File: src/rtl/instr_issue_queue.sv
// ============================================================================
// Module      : instr_issue_queue
// Description : FWFT instruction FIFO feeding the control coordinator; stalls
//               issue after a sync opcode until the coordinator signals done.
// Revision    : 1.0 - initial release
// ============================================================================
`default_nettype none

module instr_issue_queue #(
  parameter int INSTR_WIDTH = 80,
  parameter int DEPTH       = 16,
  parameter int CNT_WIDTH   = 16
) (
  input  logic                     clk,
  input  logic                     rst,
  input  logic                     push_valid,
  input  logic [INSTR_WIDTH-1:0]   push_instr,
  output logic                     push_ready,
  input  logic                     run,
  output logic [INSTR_WIDTH-1:0]   instr,
  output logic                     instr_enable,
  output logic                     coord_enable,
  input  logic                     busy,
  input  logic                     synchronize,
  output logic                     sync_done,
  output logic [$clog2(DEPTH):0]   fifo_count,
  output logic [CNT_WIDTH-1:0]     issued_count,
  output logic [CNT_WIDTH-1:0]     sync_count,
  output logic                     idle
);

  localparam int                c_ADDR_W  = $clog2(DEPTH);
  localparam logic [c_ADDR_W:0] c_FULL    = (c_ADDR_W + 1)'(DEPTH);
  localparam logic [7:0]        c_SYNC_OP = 8'hFF;

  typedef enum logic [0:0] {
    ST_ISSUE     = 1'b0,
    ST_WAIT_SYNC = 1'b1
  } state_t;

  state_t                   r_state;
  state_t                   w_state_next;
  logic [INSTR_WIDTH-1:0]   r_mem [DEPTH];
  logic [c_ADDR_W-1:0]      r_wr_ptr;
  logic [c_ADDR_W-1:0]      r_rd_ptr;
  logic [c_ADDR_W:0]        r_count;
  logic [CNT_WIDTH-1:0]     r_issued;
  logic [CNT_WIDTH-1:0]     r_syncs;
  logic                     r_sync_done;

  logic                     w_empty;
  logic                     w_full;
  logic                     w_push;
  logic                     w_pop;
  logic                     w_sync_hit;

  assign w_empty      = (r_count == '0);
  assign w_full       = (r_count == c_FULL);
  assign w_push       = push_valid && !w_full;

  // Head is forced to zero when empty so the coordinator never sees stale or X data.
  assign instr        = w_empty ? '0 : r_mem[r_rd_ptr];
  assign instr_enable = (r_state == ST_ISSUE) && !w_empty && run;
  assign coord_enable = run;
  assign w_pop        = instr_enable && !busy && coord_enable;
  assign w_sync_hit   = (r_state == ST_WAIT_SYNC) && synchronize;

  assign push_ready   = !w_full;
  assign fifo_count   = r_count;
  assign issued_count = r_issued;
  assign sync_count   = r_syncs;
  assign sync_done    = r_sync_done;
  assign idle         = w_empty && (r_state == ST_ISSUE) && !busy;

  always_comb begin
    w_state_next = r_state;
    case (r_state)
      ST_ISSUE: begin
        if (w_pop && (instr[INSTR_WIDTH-1 -: 8] == c_SYNC_OP)) begin
          w_state_next = ST_WAIT_SYNC;
        end
      end
      ST_WAIT_SYNC: begin
        if (synchronize) begin
          w_state_next = ST_ISSUE;
        end
      end
      default: w_state_next = ST_ISSUE;
    endcase
  end

  always_ff @(posedge clk or posedge rst) begin
    if (rst) begin
      r_state     <= ST_ISSUE;
      r_wr_ptr    <= '0;
      r_rd_ptr    <= '0;
      r_count     <= '0;
      r_issued    <= '0;
      r_syncs     <= '0;
      r_sync_done <= 1'b0;
    end else begin
      r_state     <= w_state_next;
      r_sync_done <= w_sync_hit;
      if (w_push) begin
        r_wr_ptr <= r_wr_ptr + 1'b1;
      end
      if (w_pop) begin
        r_rd_ptr <= r_rd_ptr + 1'b1;
        r_issued <= r_issued + 1'b1;
      end
      if (w_sync_hit) begin
        r_syncs <= r_syncs + 1'b1;
      end
      case ({w_push, w_pop})
        2'b10:   r_count <= r_count + 1'b1;
        2'b01:   r_count <= r_count - 1'b1;
        default: r_count <= r_count;
      endcase
    end
  end

  // Storage carries no reset; unoccupied entries are never presented.
  always_ff @(posedge clk) begin
    if (w_push) begin
      r_mem[r_wr_ptr] <= push_instr;
    end
  end

endmodule

`default_nettype wire
File: config.mk
export PLATFORM = sky130hd
export DESIGN_NAME = instr_issue_queue
export DESIGN_NICKNAME = d
export VERILOG_FILES = /design/src/rtl/instr_issue_queue.sv
export SDC_FILE = /design/constraint.sdc
export NUM_CORES = 1
export LEC_CHECK = 0
export BUFFER_PORTS_ARGS = -buffer_cell sky130_fd_sc_hd__buf_4
export CAP_MARGIN = 20
export CORE_AREA = 2 2 415 417
export CTS_CLUSTER_DIAMETER = 40
export DETAILED_ROUTE_END_ITERATION = 8
export DIE_AREA = 0 0 417 419
export SLEW_MARGIN = 20
export SYNTH_ARGS = -nofsm -noshare
export SYNTH_HDL_FRONTEND = slang
export SYNTH_SLANG_ARGS = --single-unit
export TNS_END_PERCENT = 5
File: constraint.sdc
create_clock -name clk -period 19.1 [get_ports clk]
set_input_delay 0.955 -clock clk [delete_from_list [all_inputs] [get_ports clk]]
set_output_delay 0.955 -clock clk [all_outputs]
set_load 0.03 [all_outputs]
# Yosys cells after proc, flatten, opt, wreduce, memory -nomap -nowiden
# Memory sizes are Yosys's and may differ from the RTL's.
# Cells that the tools add are included.
totals:
  ff_bits: 47
  mem_bits_rw: 1280
  in_bits: 86
  output_inout_bits: 122
  wordCells: 40
  memories: 1
classes:
  addsub: 6
  n_eq_ne: 4
  n_mux: 7
  bitwise_logic: 1
  reduce_logical: 14
memory_table:
  columns: ["memory", "words", "word_bits", "read_ports", "rd_clocked_by_memory_dff", "wr", "line", "rtl"]
  rows:
  - ["r_mem", 16, 80, 1, 0, 1, "43", "logic [INSTR_WIDTH-1:0] r_mem [DEPTH];"]
op_table:
  columns: ["op", "count"]
  rows:
  - ["two-way mux 80 bit", 1]
  - ["adder 16 x 1 -> 16 bit, second input constant", 2]
  - ["one-hot mux 5 bit (2 select lines)", 1]
  - ["logical AND 1 bit", 9]
  - ["adder 4 x 1 -> 4 bit, second input constant", 2]
  - ["== test 8 bit, second input constant", 1]
  - ["adder 5 x 1 -> 5 bit, second input constant", 1]
  - ["== test 5 bit, second input constant", 1]
  - ["zero test 5 bit", 1]
  - ["subtractor 5 x 1 -> 5 bit, second input constant", 1]
  - ["two-way mux 1 bit", 4]
  - ["zero test 1 bit", 3]
  - ["== test 2 x 1 -> 1 bit, second input constant", 1]
  - ["== test 2 bit, second input constant", 1]
  - ["one-hot mux 1 bit (2 select lines)", 1]
  - ["nonzero test 2 bit", 1]
  - ["NOT 1 bit", 1]

# Longest topological paths before layout
depth:
  ltp_word: 9
  mapped_depth: 13
  ltp_nobuf: 12

# Least setup slack after synthesis
# OpenSTA, ideal clock, no wires.
synth_path:
  path_type: "reg-to-reg"
  start: "reg r_count[0], in the netlist fifo_count[0]"
  end: "mem r_mem[3][0], enable pin"
  setup_time_ps: 616
  t_arrival_ps: 7023
  required_time_ps: 18484
  slack_ps: 11461
  stages_incl_launch_ff: 7
  n_path_buf: 1
  synth_period_minus_slack_ps: 7639
  path_cell_list: "dfrtp_1 nor4_1 nand2_1 and2_1 clkbuf_1 nand2_1 nor3_1"
synth_between:
  elab_chain_cells: 5
synth_rtl:
  columns: ["element", "line", "rtl"]
  rows:
  - ["start: declaration", "46", "logic [c_ADDR_W:0] r_count;"]
  - ["start signal: assignment", "115", "2'b10: r_count <= r_count + 1'b1;"]
  - ["start signal: assignment", "116", "2'b01: r_count <= r_count - 1'b1;"]
  - ["start signal: assignment", "117", "default: r_count <= r_count;"]
  - ["== test 5 bit", "58", "assign w_full = (r_count == c_FULL);"]
  - ["zero test 1 bit", null, null]
  - ["net push_ready", "18", "output logic push_ready,"]
  - ["logical AND 1 bit", "59", "assign w_push = push_valid && !w_full;"]
  - ["two-way mux 1 bit", "124", "if (w_push) begin"]
  - ["two-way mux 1 bit (implied by the code)", "125", "r_mem[r_wr_ptr] <= push_instr;"]
  - ["end: declaration", "43", null]
# The timed path passes the listed nets, and every way through them passes these cells.

# Worst setup path in the final report
layout_path:
  start: "reg r_rd_ptr[1]"
  end: "out instr[7]"
layout_between:
  elab_chain_cells: 2
layout_rtl:
  columns: ["element", "line", "rtl"]
  rows:
  - ["start: declaration", "45", "logic [c_ADDR_W-1:0] r_rd_ptr;"]
  - ["start signal: assignment", "108", "r_rd_ptr <= r_rd_ptr + 1'b1;"]
  - ["memory read (16 x 80 bit)", null, null]
  - ["two-way mux 80 bit", "62", "assign instr = w_empty ? '0 : r_mem[r_rd_ptr];"]
  - ["end: declaration", "20", "output logic [INSTR_WIDTH-1:0] instr,"]
# No other way between the ends.

==> metrics <==
first-pass GRT wire length=175300 microns; measured slew at the worst slew-check pin=1101 ps; worst skew pair latency=790 ps; post-cts gate resize count=0; crit path max-delay cell type=dfrtp_4; Post-DP HPWL=60340 microns; Area after DPL=0.05519 sq mm; setup ws final=12810 ps; total number of vias=23.12k; count leader, synth=edfxtp_1; endpoints failing setup=0; Final Util=0.3568; Pleak=19.41 nW; DRT iter0 DRCs=2127; Routed wire per std cell=25.64 microns; final instance area=0.06086 sq mm; # H-tree levels=4; CTS max path bufs=3; synthesized flop and latch total=1327; Unique masters post-synth=41; TNS Setup=0 ps; GPL Wtd Cong=0.7033; CP Capture Type=output port; DRT Wirelength=122800 microns; most instantiated cells after synthesis=edfxtp_1, mux4_2, nor2b_1; syn_nets=2192; Req. time, crit path=18150 ps; gate count of the mapped netlist=2094; Initial Util=0.2980; Post-CTS Hold Fix Bufs=0; Syn Std Cell Area=0.05084 sq mm; unrepaired setup endpoints after global routing=false; Post-CTS Setup Bufs=0; Cell Count Post-Placement=4479; Max Clk Rate=159.0 MHz; Core Region=0.1706 sq mm; Crit path arrival time=5330 ps; fraction of layout cells with a size suffix above 1=0.3668; post-route ant nets=0; IO Port Bufs=207; Vias per Instance=4.829; Syn. warnings=0; status=finished, final reports clean; Max-Cap Viols=0; total chip power=9.788 mW; Die Span Y=419 microns; synth top area cells=edfxtp_1, mux4_2, dfrtp_1, nor2b_1, xnor2_1; Max rail drop VDD=0.0001302 V; worst rel slew slack=0.2660; Nets=2515; drt drc=0; pre-CTS WS=13550 ps; Pins Over Slew Limit=0; row count=152; Avg Cell Area, Syn=24.28 sq um; CTS tree=built; min Tclk post-route=6288 ps; clk slew on worst S/H paths=60 ps; Critical Path Most Common Cell=buf_4; Root Buffer=clkbuf_16; EDFF count, synth=1280; min-delay worst type=input port to async pin; Worst Setup Start Kind=flop; global-route usage over all layers=0.1403; CP peak stage delay=1110 ps; asr flop ratio synth=0.03542; area grow syn2layout=19.71%; crit-path max FO=65; grt ovf=0; crit share post-route=0.3292; Hold Violations, Final=0; crit path kind=flop to output port; IO Count=208; Final Non-Filler Cells=4789; initial antenna violation count=15; CP Cell Sequence=buf_4, buf_4, mux4_2, mux4_2, nor2b_1, buf_4; Synth top area share=0.7560; die area=0.1747 sq mm; Die Wd=417 microns; Top FF cell, synth=edfxtp_1; first-pass iteration count of the detailed router=5; pin count of the biggest net entering global routing=134; hold slack=171.6 ps; worst-case clock skew=30.99 ps; Yosys top cell by area=edfxtp_1; PwrDens=160.8 mW/mm^2; vias in the first global route=23.94k; CTS sink cnt=1327; cts bufs inserted=169; register area share after synthesis=0.7791
[path summary, 6_finish.rpt]
kind | endpoint | depth (start not counted) | slack, ps | start
worst max-delay path | instr[7] | 6 | 12810 | r_rd_ptr[1]$_DFFE_PP0P_
worst min register to register | issued_count[15]$_DFFE_PP0P_ | 1 | 470 | issued_count[15]$_DFFE_PP0P_
worst min-delay path | sync_count[4]$_DFFE_PP0P_ | 2 | 170 | rst
worst max register to register | r_state$_DFF_PP0_ | 7 | 14480 | r_rd_ptr[1]$_DFFE_PP0P_
min in group clk | r_state$_DFF_PP0_ | 2 | 400 | synchronize
max in group asynchronous | r_rd_ptr[1]$_DFFE_PP0P_ | 3 | 18390 | rst
[report_power, final]
group	internal, mW	total (mW)	switching (mW)
registers	3.50	3.66	0.166
logic	1.32	2.98	1.65
clock network	1.87	3.15	1.28
[logic make-up (layout without fill, tap and decap cells)]
kind of cell | count (synthesis) | count (layout) | synth area share
buf+inv | 113 | 571 | 0.01257
simple gates | 174 | 174 | 0.01883
fa+ha+maj | 12 | 12 | 0.003101
compound gates | 24 | 24 | 0.003396
xor+xnor | 40 | 40 | 0.006891
flops | 1327 | 1327 | 0.7791
other cells | 0 | 4 | 0
mux | 404 | 404 | 0.1761
[state kept, by name, indices dropped and copies added (netlist names)]
| name | flops |
|---|---|
| fifo_count | 5 |
| issued_count | 16 |
| r_mem | 1280 |
| r_rd_ptr | 4 |
| r_state | 1 |
| r_wr_ptr | 4 |
| sync_count | 16 |
| sync_done | 1 |
[cell usage in the layout, fill, tap and decap left out, types with 6 or more instances in the layout]
cell	Yosys	routed
a22o_1	6	6
buf_12	0	7
buf_4	24	243
bufinv_16	0	15
clkbuf_1	34	27
clkbuf_16	0	170
clkinv_1	0	17
clkinv_16	0	6
clkinv_2	0	17
clkinv_4	0	13
clkinvlp_4	0	12
dfrtp_1	47	43
edfxtp_1	1280	1280
ha_1	11	11
inv_1	11	10
inv_6	0	16
inv_8	0	8
mux2i_1	8	8
mux4_2	392	392
nand2_1	26	26
nand3_1	11	11
nand4_1	8	8
nor2_1	26	14
nor2_4	0	13
nor2b_1	76	76
xnor2_1	31	31
xor2_1	9	9
[final cells by class]
| cell class | instances | area (sq um) |
|---|---|---|
| Antenna cell | 4 | 10.01 |
| Clock buffer | 197 | 4355 |
| Clock inverter | 109 | 1303 |
| Fill cell | 15420 | 109700 |
| Inverter | 11 | 41.29 |
| Multi-Input combinational cell | 654 | 10710 |
| Sequential cell | 1327 | 39630 |
| Tap cell | 2233 | 2794 |
| Timing Repair Buffer | 254 | 2026 |
[critical path, delay by kind of cell, from the launching register on]
kind	cells	cell delay, ps
buf+inv	3	1950
flops	1	1110
mux	2	880
simple gates	1	230
[metal layers]
| layer | vias up | routed length, microns | global-route usage | share of wire |
|---|---|---|---|---|
| li1 | 9619 | - | - | - |
| met4 | 14 | 2879 | 0.04471 | 0.023 |
| met2 | 663 | 61070 | 0.2305 | 0.50 |
| met5 | - | 83 | 0 | 0.00068 |
| met3 | 201 | 6376 | 0.02893 | 0.052 |
| met1 | 12630 | 52370 | 0.1868 | 0.43 |
Power figures use the tool's default switching activity.
